**src/rtl/ws2812_pkg.sv**
```systemverilog
// ws2812_pkg: state encoding and default WS2812 timing (clk cycles at 50 MHz)
package ws2812_pkg;
    typedef enum logic [2:0] {IDLE, FETCH, LOAD, SEND, LATCH} state_e;
    localparam int T0H_DEF  = 20;
    localparam int T1H_DEF  = 40;
    localparam int TBIT_DEF = 63;
    localparam int TRES_DEF = 3000;
endpackage

```
**src/rtl/ws2812_bit_enc.sv**
```systemverilog
// ws2812_bit_enc: one bit period, high for T0H/T1H cycles then low until TBIT cycles
module ws2812_bit_enc
    import ws2812_pkg::*;
#(
    parameter int T0H  = T0H_DEF,
    parameter int T1H  = T1H_DEF,
    parameter int TBIT = TBIT_DEF
) (
    input  logic clk,
    input  logic rst,
    input  logic go_i,
    input  logic bit_i,
    output logic dout_o,
    output logic bit_done_o
);
    localparam int CW = $clog2(TBIT);
    logic [CW-1:0] cnt_q, cnt_d, th;
    logic          active_q, bit_q, dout_q;
    always_comb begin
        cnt_d = cnt_q + 1'b1;
        th    = bit_q ? CW'(T1H) : CW'(T0H);
    end
    assign bit_done_o = active_q && cnt_q == CW'(TBIT - 1);
    assign dout_o     = dout_q;
    // go wins over bit_done so the next bit starts in the cycle right after the last one
    always_ff @(posedge clk or posedge rst) begin
        if (rst) begin
            cnt_q    <= '0;
            active_q <= 1'b0;
            bit_q    <= 1'b0;
            dout_q   <= 1'b0;
        end else if (go_i) begin
            cnt_q    <= '0;
            active_q <= 1'b1;
            bit_q    <= bit_i;
            dout_q   <= 1'b1;
        end else if (bit_done_o) begin
            cnt_q    <= '0;
            active_q <= 1'b0;
            dout_q   <= 1'b0;
        end else if (active_q) begin
            cnt_q  <= cnt_d;
            dout_q <= cnt_d < th;
        end
    end
endmodule

```
**src/rtl/ws2812_scanner.sv**
```systemverilog
// ws2812_scanner: streams NPIX GRB words from a frame RAM to a WS2812 chain, then latches
module ws2812_scanner
    import ws2812_pkg::*;
#(
    parameter int AW   = 6,
    parameter int DW   = 24,
    parameter int NPIX = 64,
    parameter int T0H  = T0H_DEF,
    parameter int T1H  = T1H_DEF,
    parameter int TBIT = TBIT_DEF,
    parameter int TRES = TRES_DEF
) (
    input  logic          clk,
    input  logic          rst,
    input  logic          start,
    output logic [AW-1:0] addr_out,
    output logic          rd,
    input  logic [DW-1:0] data_in,
    output logic          dout,
    output logic          busy,
    output logic          frame_done
);
    localparam int BW = $clog2(DW);
    localparam int LW = $clog2(TRES);
    localparam logic [AW-1:0] LAST = AW'(NPIX - 1);
    state_e        state_q;
    logic [AW-1:0] addr_q;
    logic [DW-2:0] sreg_q;
    logic [DW-1:0] pre_q;
    logic [BW-1:0] bcnt_q;
    logic [LW-1:0] lcnt_q;
    logic          rd_q, cap_q, pre_v_q, busy_q, done_q;
    logic          bit_done, go, go_bit, pix_end;
    // the next bit is handed to the encoder in the last cycle of the current one
    always_comb begin
        pix_end = bcnt_q == '0;
        go      = state_q == LOAD || (state_q == SEND && bit_done && (!pix_end || pre_v_q));
        go_bit  = state_q == LOAD ? data_in[DW-1] : pix_end ? pre_q[DW-1] : sreg_q[DW-2];
    end
    ws2812_bit_enc #(.T0H(T0H), .T1H(T1H), .TBIT(TBIT)) u_enc (
        .clk       (clk),
        .rst       (rst),
        .go_i      (go),
        .bit_i     (go_bit),
        .dout_o    (dout),
        .bit_done_o(bit_done)
    );
    assign addr_out   = addr_q;
    assign rd         = rd_q;
    assign busy       = busy_q;
    assign frame_done = done_q;
    always_ff @(posedge clk or posedge rst) begin
        if (rst) begin
            state_q <= IDLE;
            addr_q  <= '0;
            sreg_q  <= '0;
            pre_q   <= '0;
            bcnt_q  <= '0;
            lcnt_q  <= '0;
            rd_q    <= 1'b0;
            cap_q   <= 1'b0;
            pre_v_q <= 1'b0;
            busy_q  <= 1'b0;
            done_q  <= 1'b0;
        end else begin
            rd_q   <= 1'b0;
            done_q <= 1'b0;
            cap_q  <= rd_q && state_q == SEND;
            if (cap_q) pre_q <= data_in;
            case (state_q)
                IDLE: if (start && !done_q) begin
                    state_q <= FETCH;
                    busy_q  <= 1'b1;
                    rd_q    <= 1'b1;
                    addr_q  <= '0;
                end
                FETCH: state_q <= LOAD;
                LOAD: begin
                    sreg_q  <= data_in[DW-2:0];
                    bcnt_q  <= BW'(DW - 1);
                    state_q <= SEND;
                    pre_v_q <= addr_q != LAST;
                    if (addr_q != LAST) begin
                        rd_q   <= 1'b1;
                        addr_q <= addr_q + 1'b1;
                    end
                end
                SEND: if (bit_done) begin
                    if (!pix_end) begin
                        sreg_q <= {sreg_q[DW-3:0], 1'b0};
                        bcnt_q <= bcnt_q - 1'b1;
                    end else if (pre_v_q) begin
                        sreg_q  <= pre_q[DW-2:0];
                        bcnt_q  <= BW'(DW - 1);
                        pre_v_q <= addr_q != LAST;
                        if (addr_q != LAST) begin
                            rd_q   <= 1'b1;
                            addr_q <= addr_q + 1'b1;
                        end
                    end else begin
                        state_q <= LATCH;
                        lcnt_q  <= '0;
                    end
                end
                LATCH: if (lcnt_q == LW'(TRES - 1)) begin
                    state_q <= IDLE;
                    busy_q  <= 1'b0;
                    done_q  <= 1'b1;
                    addr_q  <= '0;
                end else begin
                    lcnt_q <= lcnt_q + 1'b1;
                end
                default: state_q <= IDLE;
            endcase
        end
    end
endmodule

```
**config.mk**
```make
export PLATFORM = sky130hd
export DESIGN_NAME = ws2812_scanner
export DESIGN_NICKNAME = d
export VERILOG_FILES = /design/src/rtl/ws2812_pkg.sv /design/src/rtl/ws2812_bit_enc.sv /design/src/rtl/ws2812_scanner.sv
export SDC_FILE = /design/constraint.sdc
export NUM_CORES = 1
export LEC_CHECK = 0
export ABC_AREA = 1
export BUFFER_PORTS_ARGS = -buffer_cell sky130_fd_sc_hd__buf_2
export CELL_PAD_IN_SITES_DETAIL_PLACEMENT = 0
export CELL_PAD_IN_SITES_GLOBAL_PLACEMENT = 1
export CORE_UTILIZATION = 45
export DETAILED_ROUTE_END_ITERATION = 10
export PLACE_DENSITY_LB_ADDON = 0.3
export SLEW_MARGIN = 0
export SYNTH_ARGS = -nofsm -noshare
export SYNTH_HDL_FRONTEND = slang
export SYNTH_SLANG_ARGS = --single-unit
export TNS_END_PERCENT = 1
```
**constraint.sdc**
```tcl
create_clock -name clk -period 3 [get_ports clk]
set_input_delay 0.15 -clock clk [delete_from_list [all_inputs] [get_ports clk]]
set_output_delay 0.15 -clock clk [all_outputs]
set_load 0.03 [all_outputs]
```
==> Yosys cells after proc, flatten, opt, wreduce, memory -nomap -nowiden <==
Index checks and enable logic that the tools add are counted.
{ "totals": {"ff_bits": 87, "input_bits": 27, "output_inout_bits": 10, "wordCells": 110} }
{ "op_classes": {"n_addsub": 4, "magnitude_cmp": 1, "eq_ne": 15, "mux": 52, "reduce_logical": 23} }
{ "op_table": {"columns": ["cell", "count"], "rows": [
  ["23-bit two-way mux", 3],
  ["6-bit two-way mux", 10],
  ["12-bit two-way mux", 4],
  ["23-bit case mux with 2 select lines", 1],
  ["12-bit case mux with 2 select lines", 1],
  ["6-bit case mux with 4 select lines", 1],
  ["1-bit two-way mux", 19],
  ["3-bit two-way mux", 5],
  ["5-bit two-way mux", 3],
  ["3-bit case mux with 5 select lines", 1],
  ["2-bit inequality test (second input constant)", 7],
  ["12-bit by 1-bit adder with 12-bit output (second input constant)", 1],
  ["6-bit by 1-bit adder with 6-bit output (second input constant)", 2],
  ["12-bit equality test (second input constant)", 1],
  ["5-bit case mux with 2 select lines", 1],
  ["5-bit AND reduction", 2],
  ["3-bit AND reduction", 3],
  ["2-bit nonzero test", 4],
  ["3-bit by 2-bit equality test with 1-bit output (second input constant)", 2],
  ["6-bit equality test (second input constant)", 1],
  ["6-bit < comparator", 1],
  ["6-bit inequality test (second input constant)", 1],
  ["6-bit AND reduction", 1],
  ["1-bit logical AND", 5],
  ["other kinds (12)", 15]
]} }

==> Depth between registers and ports, before layout <==
Gate-level depths: netlist of run 1.
{ "logic_depth": {"word_depth": 6, "depth_mapped": 12, "depth_no_buf": 12} }

==> Modules after synthesis <==
Synthesis of run 1 repeated with hierarchy kept, for this count alone.
{ "unflattened": {"cells_unflattened": 598, "area_unflattened_um2": 4647.0} }
{ "modules_own_cells": {"columns": ["mod", "instances", "cells_each", "area_each_um2", "seq_area_each_um2"], "rows": [
  ["ws2812_scanner", 1, 528, 4098.9, 1951.9],
  ["ws2812_bit_enc", 1, 70, 548.0, 225.2]
]} }

==> Worst setup path before layout of run 1 <==
Ideal clock, no wire load.
{ "synth_timing": {"path_kind": "register to register", "start": "reg addr_q[0] (netlist: addr_out[0])", "end": "reg addr_q[2] (netlist: addr_out[2])", "setup_time_ns": 0.118, "arrival_ns": 1.469, "required_ns": 2.882, "path_slack_ns": 1.412, "stages_incl_launch_ff": 9, "path_buffers": 0, "synth_period_minus_slack_ns": 1.588, "path_cell_list": "dfrtp_1 > ha_1 > nand3_1 > nor2_1 > o21a_1 > nor2_4 > nand2_2 > nand2_1 > nand2_1"} }
{ "synth_via": {"elab_chain_cells": 6, "elab_cells_between_ends": 7, "classes_between": "add/sub (1); eq/ne (1); mux (5)"} }
{ "synth_rtl": {"columns": ["item", "line_no", "source"], "rows": [
  ["start, declared", "ws2812_scanner.sv:27", "logic [AW-1:0] addr_q;"],
  ["start signal, assigned", "ws2812_scanner.sv:85", "addr_q <= addr_q + 1'b1;"],
  ["start signal, assigned", "ws2812_scanner.sv:98", "addr_q <= addr_q + 1'b1;"],
  ["6-bit by 1-bit adder with 6-bit output or 6-bit inequality test (tied branches)", null, null],
  ["6-bit two-way mux *", "ws2812_scanner.sv:83, ws2812_scanner.sv:96", null],
  ["6-bit two-way mux", "ws2812_scanner.sv:92", "end else if (pre_v_q) begin"],
  ["6-bit two-way mux", "ws2812_scanner.sv:89", "if (!pix_end) begin"],
  ["6-bit two-way mux", "ws2812_scanner.sv:88", "SEND: if (bit_done) begin"],
  ["6-bit case mux with 4 select lines *", "ws2812_scanner.sv:70", "case (state_q)"]
]} }
Every way passes the cells marked *; elsewhere a longest branch is shown, timed or not. The select of a mux whose other input is x is not followed.
A chain may end at the register's enable or synchronous reset.

==> Final worst setup path of run 1 <==
{ "layout_timing": {"start": "reg u_enc.cnt_q[0]", "end": "reg bcnt_q[0]"} }
{ "layout_via": {"elab_chain_cells": 4} }
{ "layout_rtl": {"columns": ["item", "line_no", "source"], "rows": [
  ["start, declared", "ws2812_bit_enc.sv:17", "logic [CW-1:0] cnt_q, cnt_d, th;"],
  ["start signal, assigned", "ws2812_bit_enc.sv:42", "cnt_q <= cnt_d;"],
  ["6-bit equality test", "ws2812_bit_enc.sv:23", "assign bit_done_o = active_q && cnt_q == CW'(TBIT - 1);"],
  ["1-bit logical AND", "ws2812_bit_enc.sv:23", null],
  ["2-bit inequality test (no line)", null, null],
  ["3-bit AND reduction (no line)", null, null],
  ["end signal, assigned", "ws2812_scanner.sv:80", "bcnt_q <= BW'(DW - 1);"],
  ["end signal, assigned", "ws2812_scanner.sv:91", "bcnt_q <= bcnt_q - 1'b1;"],
  ["end signal, assigned", "ws2812_scanner.sv:94", "bcnt_q <= BW'(DW - 1);"],
  ["end, declared", "ws2812_scanner.sv:30", "logic [BW-1:0] bcnt_q;"]
]} }
Every way passes these cells.

==> results of run 1 <==
[cell type report]
| class | count | share of cell area, % |
|---|---|---|
| clock inverter | 4 | 1.41 |
| tap | 133 | 3.24 |
| multi-input combinational | 409 | 39.3 |
| timing repair buffer | 50 | 6.33 |
| inverter | 65 | 4.82 |
| clock buffer | 10 | 2.48 |
| sequential | 87 | 42.4 |
[per-layer routing]
layer  part of all wire (%)  up-vias
met3                    2.8        6
li1                       -     1902
met5                      0        -
met2                     46       46
met4                   0.75        0
met1                     50     1668
[stage by stage]
step / power [mW] / setup WS, ns / utilization, % / area, um^2
floorplan: 1.30 / 0.600 / - / 4530
global placement: 1.35 / 1.04 / 49.4 / 4830
detailed placement: 1.35 / 0.981 / 49.4 / 4830
CTS: 2.23 / 0.960 / 52.6 / 5140
global route: 2.31 / 0.785 / 52.6 / 5140
finish: 2.20 / 0.996 / 52.6 / 5140
[power by group through the flow]
stage,logic (mW),registers [mW],clock network [mW]
after CTS,0.118,1.22,0.894
after floorplan,0.0620,1.24,0
after detailed placement,0.107,1.24,0
final,0.114,1.22,0.867
after global placement,0.104,1.24,0
after global routing,0.135,1.22,0.948
[flip-flops by register name, indices dropped and copies added, names as in the netlist, 3 cells and up]
register	flops
pre_q	24
sreg_q	23
lcnt_q	12
addr_out	6
u_enc.cnt_q	6
bcnt_q	5
state_q	3
[worst reg2reg max path, stage by stage, from the launching register on]
cell	delay, ns
dfrtp_1	0.41
inv_1	0.11
ha_1	0.16
nand2_1	0.07
nor2_2	0.11
nand2_1	0.13
nand2_2	0.12
nand3_2	0.10
inv_2	0.40
o21ai_0	0.19
o21ai_1	0.13
[logic make-up (layout without fill, tap and decap cells)]
family,Yosys count,count (layout),synth area share [%]
xor+xnor,10,10,1.93
mux,1,1,0.248
fa+ha+maj,8,8,2.21
compound gates,74,74,9.00
simple gates,316,316,31.2
flops,87,87,48.0
buf+inv,83,129,7.37
[layout by cell type (no fill, tap or decap), types with 3 or more instances in the layout]
master	n
xnor2_1	3
inv_2	4
dlygate4sd3_1	11
xor2_1	7
nor3_1	3
buf_2	36
ha_1	8
nor2_2	3
o22ai_1	4
o21ai_0	49
nand2_2	14
nand2_1	202
dfrtp_1	87
o21ai_1	11
nand3_1	47
nor2_4	5
nor2_1	28
inv_1	59
clkbuf_8	9
[path summary, 6_finish.rpt]
check / start / to / slack [ns] / cells past startpoint
worst max-delay path: u_enc.cnt_q[0]$_DFFE_PP0P_ / bcnt_q[0]$_DFFE_PP0P_ / 1.0 / 10
worst min-delay path: data_in[14] / pre_q[14]$_DFFE_PP0P_ / 0.01 / 3
worst max register to register: u_enc.cnt_q[0]$_DFFE_PP0P_ / bcnt_q[0]$_DFFE_PP0P_ / 1.0 / 10
worst min register to register: sreg_q[17]$_DFFE_PP0P_ / sreg_q[17]$_DFFE_PP0P_ / 0.50 / 2
max in group asynchronous: rst / u_enc.cnt_q[2]$_DFFE_PP0P_ / 1.84 / 4
min in group asynchronous: rst / pre_q[15]$_DFFE_PP0P_ / 0.47 / 3
[what timing repair did]
action / 4_1_cts / 5_1_grt
hold endpoints to repair: 54 / 0
hold buffers: 11 / 0
setup buffers: 0 / 0
==> results.sh, run 1 <==
export IMPL_cp_top_family="simple AND/OR/NAND/NOR gates"
export IMPL_timing_final_crit_share_pct=66.8
export IMPL_yosys_most_used_dff="dfrtp_1"
export IMPL_clock_latency_ns=0.36
export IMPL_cts_buffers=9
export IMPL_crit_required_ns=3.27
export IMPL_outcome="finished, final reports clean"
export IMPL_synth_area_um2=4530
export IMPL_ant_nets=0
export IMPL_stdcell_count=758
export IMPL_finalCriticalPeriod_ns=2.00
export IMPL_power_switching_mw=0.487
export IMPL_comb_power_share_pct=5.2
export IMPL_worst_path_max_fanout=30
export IMPL_area_growth_pct=13.4
export IMPL_seqCellArea_um2=2180
export IMPL_drive_gt1_share_pct=14.9
export IMPL_via_per_inst=4.78
export IMPL_clockBufferDepth=2
export IMPL_use_met3_pct=3.83
export IMPL_crit_arrival_ns=2.28
export IMPL_overflow=0
export IMPL_power_frac_clock_pct=39.4
export IMPL_grt_total_usage_pct=19.7
export IMPL_yosysSeqAreaShare_pct=48.0
export IMPL_setup_tns_ns=0
export IMPL_powerDensity_nw_per_um2=428
export IMPL_fp_row_count=36
export IMPL_ys_seq_elements=87
export IMPL_ys_top_cells_by_area="dfrtp_1 (48%), nand2_1 (17%), o21ai_0 (5.4%)"
export IMPL_whs_ns=0.0108
export IMPL_end_kind="flip-flop"
export IMPL_hold_viol_final=0
export IMPL_synthCells=579
export IMPL_crit_path_max_incr_delay_ns=0.41
export IMPL_cts_tree="yes"
export IMPL_synth_edff_count=0
export IMPL_use_met1_pct=27.3
export IMPL_slew_viol_final=0
export IMPL_synthDistinctLibCells=41
export IMPL_gp_congestion=0.743
export IMPL_h_tree_depth=3
export IMPL_sequentialPowerShare_pct=55.4
export IMPL_timing_critical_path_mode_cell="nand2_1"
export IMPL_crit_chain="inv_1, ha_1, nand2_1, nor2_2, nand2_1, nand2_2, nand3_2, inv_2, o21ai_0, o21ai_1"
export IMPL_synth_async_reset_ratio_pct=100
export IMPL_io_buffers=36
export IMPL_rsz0062_at_grt="no"
export IMPL_wire_per_inst_um=12.2
export IMPL_switching_share_pct=22.1
export IMPL_setup_viol=0
export IMPL_yosysWarnings=0
export IMPL_synth_area_leader_cell="dfrtp_1"
export IMPL_synth_top_area_share_pct=48.0
export IMPL_tightest_slew_ns=0.817
export IMPL_clkTransAtPathRegs_ns=0.09
export IMPL_crit_type="reg2reg"
export IMPL_syn_area_per_cell_um2=7.83
export IMPL_grt_first_pass_wirelength_mm=16.0
export IMPL_io_pins=37
export IMPL_antennaDiodeCount=0
export IMPL_ctsResizeCount=0
export IMPL_die_y_um=102
export IMPL_synth_nets=614
export IMPL_crit_slowest_cell="dfrtp_1"
export IMPL_skew_ns=0.0102
export IMPL_start_kind="flip-flop"
export IMPL_drt_iter0_markers=162
export IMPL_nNetsFinal=657
export IMPL_drc=0
export IMPL_irDropWorstVdd_uv=189
export IMPL_dr_total_vias=3622
export IMPL_p_int_mw=1.71
export IMPL_worst_path_buf_inv=2
export IMPL_die_area_um2=10500
export IMPL_multi_input_area_um2=2020
export IMPL_grt_start_max_net_pins=46
export IMPL_antenna_found_initial=0
export IMPL_core_um2=9770
export IMPL_first_pass_iters=4
export IMPL_hold_class="in2reg"
export IMPL_clock_root_buffer="clkbuf_8"
export IMPL_grt_busiest_layer="met2"
export IMPL_p_leak_nw=2.61
export IMPL_timing_fmax_mhz=499
export IMPL_hpwl_mm=6.15
export IMPL_cts_sinks=87
export IMPL_drv_cap=0
export IMPL_synthTopCellsByCount="nand2_1 (202), dfrtp_1 (87), inv_1 (60)"
export IMPL_relSlewSlack_pct=45.5
export IMPL_fp_dieW_um=102
export IMPL_post_place_cells=733
export IMPL_nFillCells=965
export IMPL_grt_pass1_vias=3477
export IMPL_initial_core_util_pct=46.4
export IMPL_drt_total_wl_mm=9.22
export IMPL_use_met2_pct=30.7
export IMPL_synth_most_common_cell="nand2_1"
Note: power is estimated with default switching activity, not from simulation.
==> inputs of run 2 (changes only) <==
Clock period 3 ns to 1.93 ns, I/O delays scaled along.
==> results.sh, run 2 (synthesis results as in run 1) <==
export IMPL_drt_total_wl_mm=9.29
export IMPL_cts_tree="yes"
export IMPL_timing_fmax_mhz=572
export IMPL_ant_nets=0
export IMPL_rsz0062_at_grt="yes"
export IMPL_setup_viol=0
export IMPL_hold_class="in2reg"
export IMPL_p_int_mw=2.57
export IMPL_first_pass_iters=5
export IMPL_r2r_cells=10
export IMPL_hp_start="start"
export IMPL_p_leak_nw=2.72
export IMPL_grt_start_max_net_pins=88
export IMPL_grt_pass1_vias=3546
export IMPL_post_cts_setup_buffers=0
export IMPL_crit_arrival_ns=2.03
export IMPL_min_to="rd$_DFF_PP0_"
export IMPL_clockBufferDepth=2
export IMPL_irDropWorstVdd_uv=310
export IMPL_hold_depth=3
export IMPL_clock_latency_ns=0.36
export IMPL_die_area_um2=10500
export IMPL_io_buffers=36
export IMPL_h_tree_depth=3
export IMPL_largest_reg_flops=24
export IMPL_setup_slack_ns=0.183
export IMPL_crit_path_max_incr_delay_ns=0.38
export IMPL_drc=0
export IMPL_r2r_end="u_enc.dout_o$_DFFE_PP0P_"
export IMPL_overflow=0
export IMPL_die_y_um=102
export IMPL_timing_final_crit_share_pct=90.5
export IMPL_hold_viol_final=0
export IMPL_clock_root_buffer="clkbuf_8"
export IMPL_start_kind="flip-flop"
export IMPL_switching_share_pct=23.7
export IMPL_via_per_inst=4.83
export IMPL_worst_path_max_fanout=3
export IMPL_fp_dieW_um=102
export IMPL_mostFrequentLayoutCell="nand2_1"
export IMPL_end_kind="flip-flop"
export IMPL_crit_type="reg2reg"
export IMPL_crit_slowest_cell="dfrtp_1"
export IMPL_slew_viol_final=0
export IMPL_place_area_um2=4900
export IMPL_clkTransAtPathRegs_ns=0.09
export IMPL_grt_first_pass_wirelength_mm=16.0
export IMPL_r2r_start="u_enc.cnt_q[2]$_DFFE_PP0P_"
export IMPL_mostFrequentLayoutCells="nand2_1 (202), dfrtp_1 (87), inv_1 (59)"
export IMPL_area_growth_pct=18.4
export IMPL_pre_cts_slack_ns=0.152
export IMPL_tightest_slew_ns=0.459
export IMPL_relSlewSlack_pct=69.4
export IMPL_outcome="finished, final reports clean"
export IMPL_r2r_slack_ns=0.18
export IMPL_reg_top3="pre_q x24, sreg_q x23, lcnt_q x12"
export IMPL_hpwl_mm=6.22
export IMPL_crit_chain="nand2_1, inv_1, nand3_1, nor2_1, xor2_1, inv_1, ha_1, a21oi_1, nand3_1, a21oi_1"
export IMPL_power_frac_clock_pct=37.9
export IMPL_drv_cap=0
export IMPL_drt_iter0_markers=153
export IMPL_cts_sinks=87
export IMPL_core_um2=9770
export IMPL_finalCriticalPeriod_ns=1.75
export IMPL_skew_ns=0.0128
export IMPL_dr_total_vias=3777
export IMPL_drive_gt1_share_pct=15.9
export IMPL_largest_register="pre_q"
export IMPL_cts_buffers=9
export IMPL_comb_power_share_pct=5.9
export IMPL_antenna_found_initial=0
export IMPL_power_switching_mw=0.798
export IMPL_crit_required_ns=2.21
export IMPL_nNetsFinal=679
export IMPL_initial_core_util_pct=46.4
export IMPL_wire_per_inst_um=11.9
export IMPL_sequentialPowerShare_pct=56.2
export IMPL_antennaDiodeCount=0
export IMPL_grt_total_usage_pct=19.5
export IMPL_io_pins=37
export IMPL_fp_row_count=36
export IMPL_powerDensity_nw_per_um2=629
export IMPL_gp_congestion=0.801
export IMPL_fin_area_um2=5360
run 2: worst max-delay path by stage:
stage	slack, ns	endpoint	cells after the start	start
after CTS	0.13	sreg_q[0]$_DFFE_PP0P_	11	u_enc.cnt_q[0]$_DFFE_PP0P_
final	0.18	u_enc.dout_o$_DFFE_PP0P_	10	u_enc.cnt_q[2]$_DFFE_PP0P_
after detailed placement	0.15	lcnt_q[8]$_DFFE_PP0P_	11	u_enc.cnt_q[0]$_DFFE_PP0P_
after floorplan	0.34	addr_out[2]$_DFFE_PP0P_	8	addr_out[0]$_DFFE_PP0P_
after global placement	0.20	addr_out[1]$_DFFE_PP0P_	11	u_enc.cnt_q[0]$_DFFE_PP0P_
after global routing	-0.009	u_enc.dout_o$_DFFE_PP0P_	12	u_enc.cnt_q[2]$_DFFE_PP0P_
run 2: power groups by stage:
stage / registers, mW / clock network, mW / logic (mW)
after floorplan: 1.93 / 0 / 0.0968
after global placement: 1.93 / 0 / 0.163
after detailed placement: 1.93 / 0 / 0.167
after CTS: 1.89 / 1.33 / 0.206
after global routing: 1.90 / 1.39 / 0.234
final: 1.89 / 1.28 / 0.200
run 2: routing by layer:
metal | part of all wire (%) | up-vias | routed length (um) | GRT usage, %
met5 | 0 | - | 0 | 0
met2 | 48 | 45 | 4420 | 32.7
li1 | - | 1960 | - | -
met1 | 49 | 1759 | 4510 | 25.8
met3 | 2.3 | 13 | 217 | 2.87
met4 | 1.5 | 0 | 137 | 7.25
run 2: cell type report:
type | instances | area (um^2)
Fill cell | 934 | 4410
Sequential cell | 87 | 2180
Multi-Input combinational cell | 409 | 2030
Timing Repair Buffer | 72 | 542
Inverter | 65 | 250
Tap cell | 133 | 166
Clock buffer | 10 | 128
Clock inverter | 6 | 70.1
run 2: timing repair:
action / in CTS / in global routing
hold buffers: 25 / 0
hold endpoints to repair: 134 / 0
resized for setup: 0 / 3
setup endpoints to repair: 0 / 26
run 2: through the flow:
| step | hold slack [ns] | instances | TNS, ns | total power, mW | utilization, % |
|---|---|---|---|---|---|
| 2_1_floorplan | 0.213 | 579 | 0 | 2.03 | - |
| 3_3_place_gp | 0.274 | 741 | 0 | 2.09 | 50.2 |
| 3_5_place_dp | 0.279 | 741 | 0 | 2.10 | 50.2 |
| 4_1_cts | 0.0129 | 782 | 0 | 3.43 | 54.7 |
| 5_1_grt | 0.0577 | 782 | -0.00875 | 3.53 | 54.9 |
| 6_report | 0.0242 | 782 | 0 | 3.37 | 54.9 |
run 2: critical path, delay by kind of cell (launching register included):
kind,cells,cell delay (ns)
AO/OA/AOI/OAI,2,0.27
flip-flops,1,0.38
adder cells (fa/ha/maj),1,0.28
buffers and inverters,2,0.13
XOR/XNOR,1,0.21
AND/OR/NAND/NOR,4,0.38
==> inputs of run 3 (changes only) <==
Settings changed: PLACE_DENSITY set to 0.81, PLACE_DENSITY_LB_ADDON 0.3 to not set.
==> results.sh, run 3 (synthesis results as in run 1) <==
export IMPL_drive_gt1_share_pct=15.5
export IMPL_clockBufferDepth=2
export IMPL_power_switching_mw=0.791
export IMPL_drc=0
export IMPL_end_kind="flip-flop"
export IMPL_skew_ns=0.00913
export IMPL_reg_top3="pre_q x24, sreg_q x23, lcnt_q x12"
export IMPL_worst_path_max_fanout=23
export IMPL_clkTransAtPathRegs_ns=0.08
export IMPL_crit_required_ns=2.22
export IMPL_fp_dieW_um=102
export IMPL_largest_reg_flops=24
export IMPL_gp_congestion=0.748
export IMPL_crit_path_max_incr_delay_ns=0.41
export IMPL_stdcell_count=778
export IMPL_setup_viol=0
export IMPL_hold_class="in2reg"
export IMPL_timing_critical_path_mode_cell="nand2_1"
export IMPL_io_buffers=36
export IMPL_crit_type="reg2reg"
export IMPL_clock_root_buffer="clkbuf_8"
export IMPL_hpwl_mm=6.42
export IMPL_initial_core_util_pct=46.4
export IMPL_io_pins=37
export IMPL_crit_arrival_ns=2.08
export IMPL_fp_row_count=36
export IMPL_relSlewSlack_pct=62.8
export IMPL_grt_total_usage_pct=19.4
export IMPL_post_cts_setup_buffers=0
export IMPL_outcome="finished, final reports clean"
export IMPL_drt_iter0_markers=157
export IMPL_powerDensity_nw_per_um2=677
export IMPL_hold_depth=2
export IMPL_tightest_slew_ns=0.558
export IMPL_area_growth_pct=19.2
export IMPL_core_um2=9770
export IMPL_antenna_found_initial=0
export IMPL_drv_cap=0
export IMPL_grt_first_pass_wirelength_mm=16.1
export IMPL_irDropWorstVdd_uv=362
export IMPL_mostFrequentLayoutCells="nand2_1 (202), dfrtp_1 (87), inv_1 (59)"
export IMPL_timing_final_crit_share_pct=92.6
export IMPL_overflow=0
export IMPL_final_util_pct=55.2
export IMPL_dr_total_vias=3726
export IMPL_sequentialPowerShare_pct=51.9
export IMPL_antennaDiodeCount=0
export IMPL_slew_viol_final=0
export IMPL_via_per_inst=4.79
export IMPL_r2r_cells=11
export IMPL_cts_buffers=9
export IMPL_grt_pass1_vias=3509
export IMPL_first_pass_iters=4
export IMPL_ant_nets=0
export IMPL_finalCriticalPeriod_ns=1.79
export IMPL_drt_total_wl_mm=9.50
export IMPL_r2r_slack_ns=0.14
export IMPL_power_frac_clock_pct=42.7
export IMPL_nFillCells=927
export IMPL_mostFrequentLayoutCell="nand2_1"
export IMPL_wire_per_inst_um=12.2
export IMPL_post_place_cells=738
export IMPL_p_int_mw=2.86
export IMPL_cts_tree="yes"
export IMPL_crit_chain="inv_1, ha_1, nand2_1, nor2_2, nand2_1, nand2_2, nand3_2, inv_2, buf_12, nand4_1, nand2_1"
export IMPL_h_tree_depth=3
export IMPL_clock_latency_ns=0.35
export IMPL_switching_share_pct=21.6
export IMPL_nNetsFinal=675
export IMPL_hold_viol_final=0
export IMPL_start_kind="flip-flop"
export IMPL_cts_sinks=87
export IMPL_grt_start_max_net_pins=72
export IMPL_crit_slowest_cell="dfrtp_1"
export IMPL_die_area_um2=10500
export IMPL_comb_power_share_pct=5.5
export IMPL_timing_fmax_mhz=559
export IMPL_largest_register="pre_q"
export IMPL_p_leak_nw=2.73
export IMPL_die_y_um=102
run 3: path summary, 6_finish.rpt:
check                                           start                  endpoint
max                        u_enc.cnt_q[0]$_DFFE_PP0P_     sreg_q[0]$_DFFE_PP0P_
min                                        data_in[0]      pre_q[0]$_DFFE_PP0P_
max reg2reg                u_enc.cnt_q[0]$_DFFE_PP0P_     sreg_q[0]$_DFFE_PP0P_
min reg2reg                     sreg_q[1]$_DFFE_PP0P_     sreg_q[1]$_DFFE_PP0P_
max in group asynchronous                         rst  u_enc.dout_o$_DFFE_PP0P_
min in group asynchronous                         rst      pre_q[7]$_DFFE_PP0P_
run 3: repair_timing:
item / CTS / global route
endpoints found under the setup margin: 0 / 7
hold buffers: 24 / 0
resized for setup: 0 / 2
endpoints found under the hold margin: 60 / 0
run 3: layer usage:
metal,vias up,GRT usage [%],wire [um]
met5,-,0,0
met4,0,6.37,138
met3,12,2.94,187
met2,40,31.8,4390
met1,1731,26.5,4780
li1,1943,-,-
run 3: area by class of cell:
| cell class | instances | area [um^2] | share of cell area, % |
|---|---|---|---|
| Tap cell | 133 | 166 | 3.08 |
| Clock inverter | 5 | 105 | 1.95 |
| Sequential cell | 87 | 2180 | 40.3 |
| Inverter | 65 | 250 | 4.63 |
| Multi-Input combinational cell | 409 | 2030 | 37.5 |
| Clock buffer | 11 | 141 | 2.62 |
| Timing Repair Buffer | 68 | 534 | 9.89 |
run 3: metrics by stage:
step                cell area, um^2  setup TNS [ns]  total power [mW]  hold slack, ns  worst slack [ns]
floorplan                      4540               0              2.03           0.213             0.342
finish                         5400               0              3.65          0.0290             0.142
CTS                            5390               0              3.70         0.00690             0.138
detailed placement             4900               0              2.10           0.121             0.145
global route                   5400         -0.0102              3.79          0.0102           -0.0102
global placement               4900               0              2.09           0.128             0.176
run 3: power groups by stage:
stage          Sequential (mW)  Clock [mW]  Combinational [mW]
4_1_cts                   1.90        1.60               0.205
2_1_floorplan             1.93           0              0.0968
5_1_grt                   1.90        1.66               0.233
3_3_place_gp              1.93           0               0.165
6_report                  1.89        1.56               0.199
3_5_place_dp              1.93           0               0.167
run 3: worst max-delay path, delay by kind of cell, from the launching register on:
| family | cells | cell delay, ns |
|---|---|---|
| buffers and inverters | 3 | 0.45 |
| DFF | 1 | 0.41 |
| and+or+nand+nor | 7 | 0.71 |
| adders and majority gates | 1 | 0.14 |
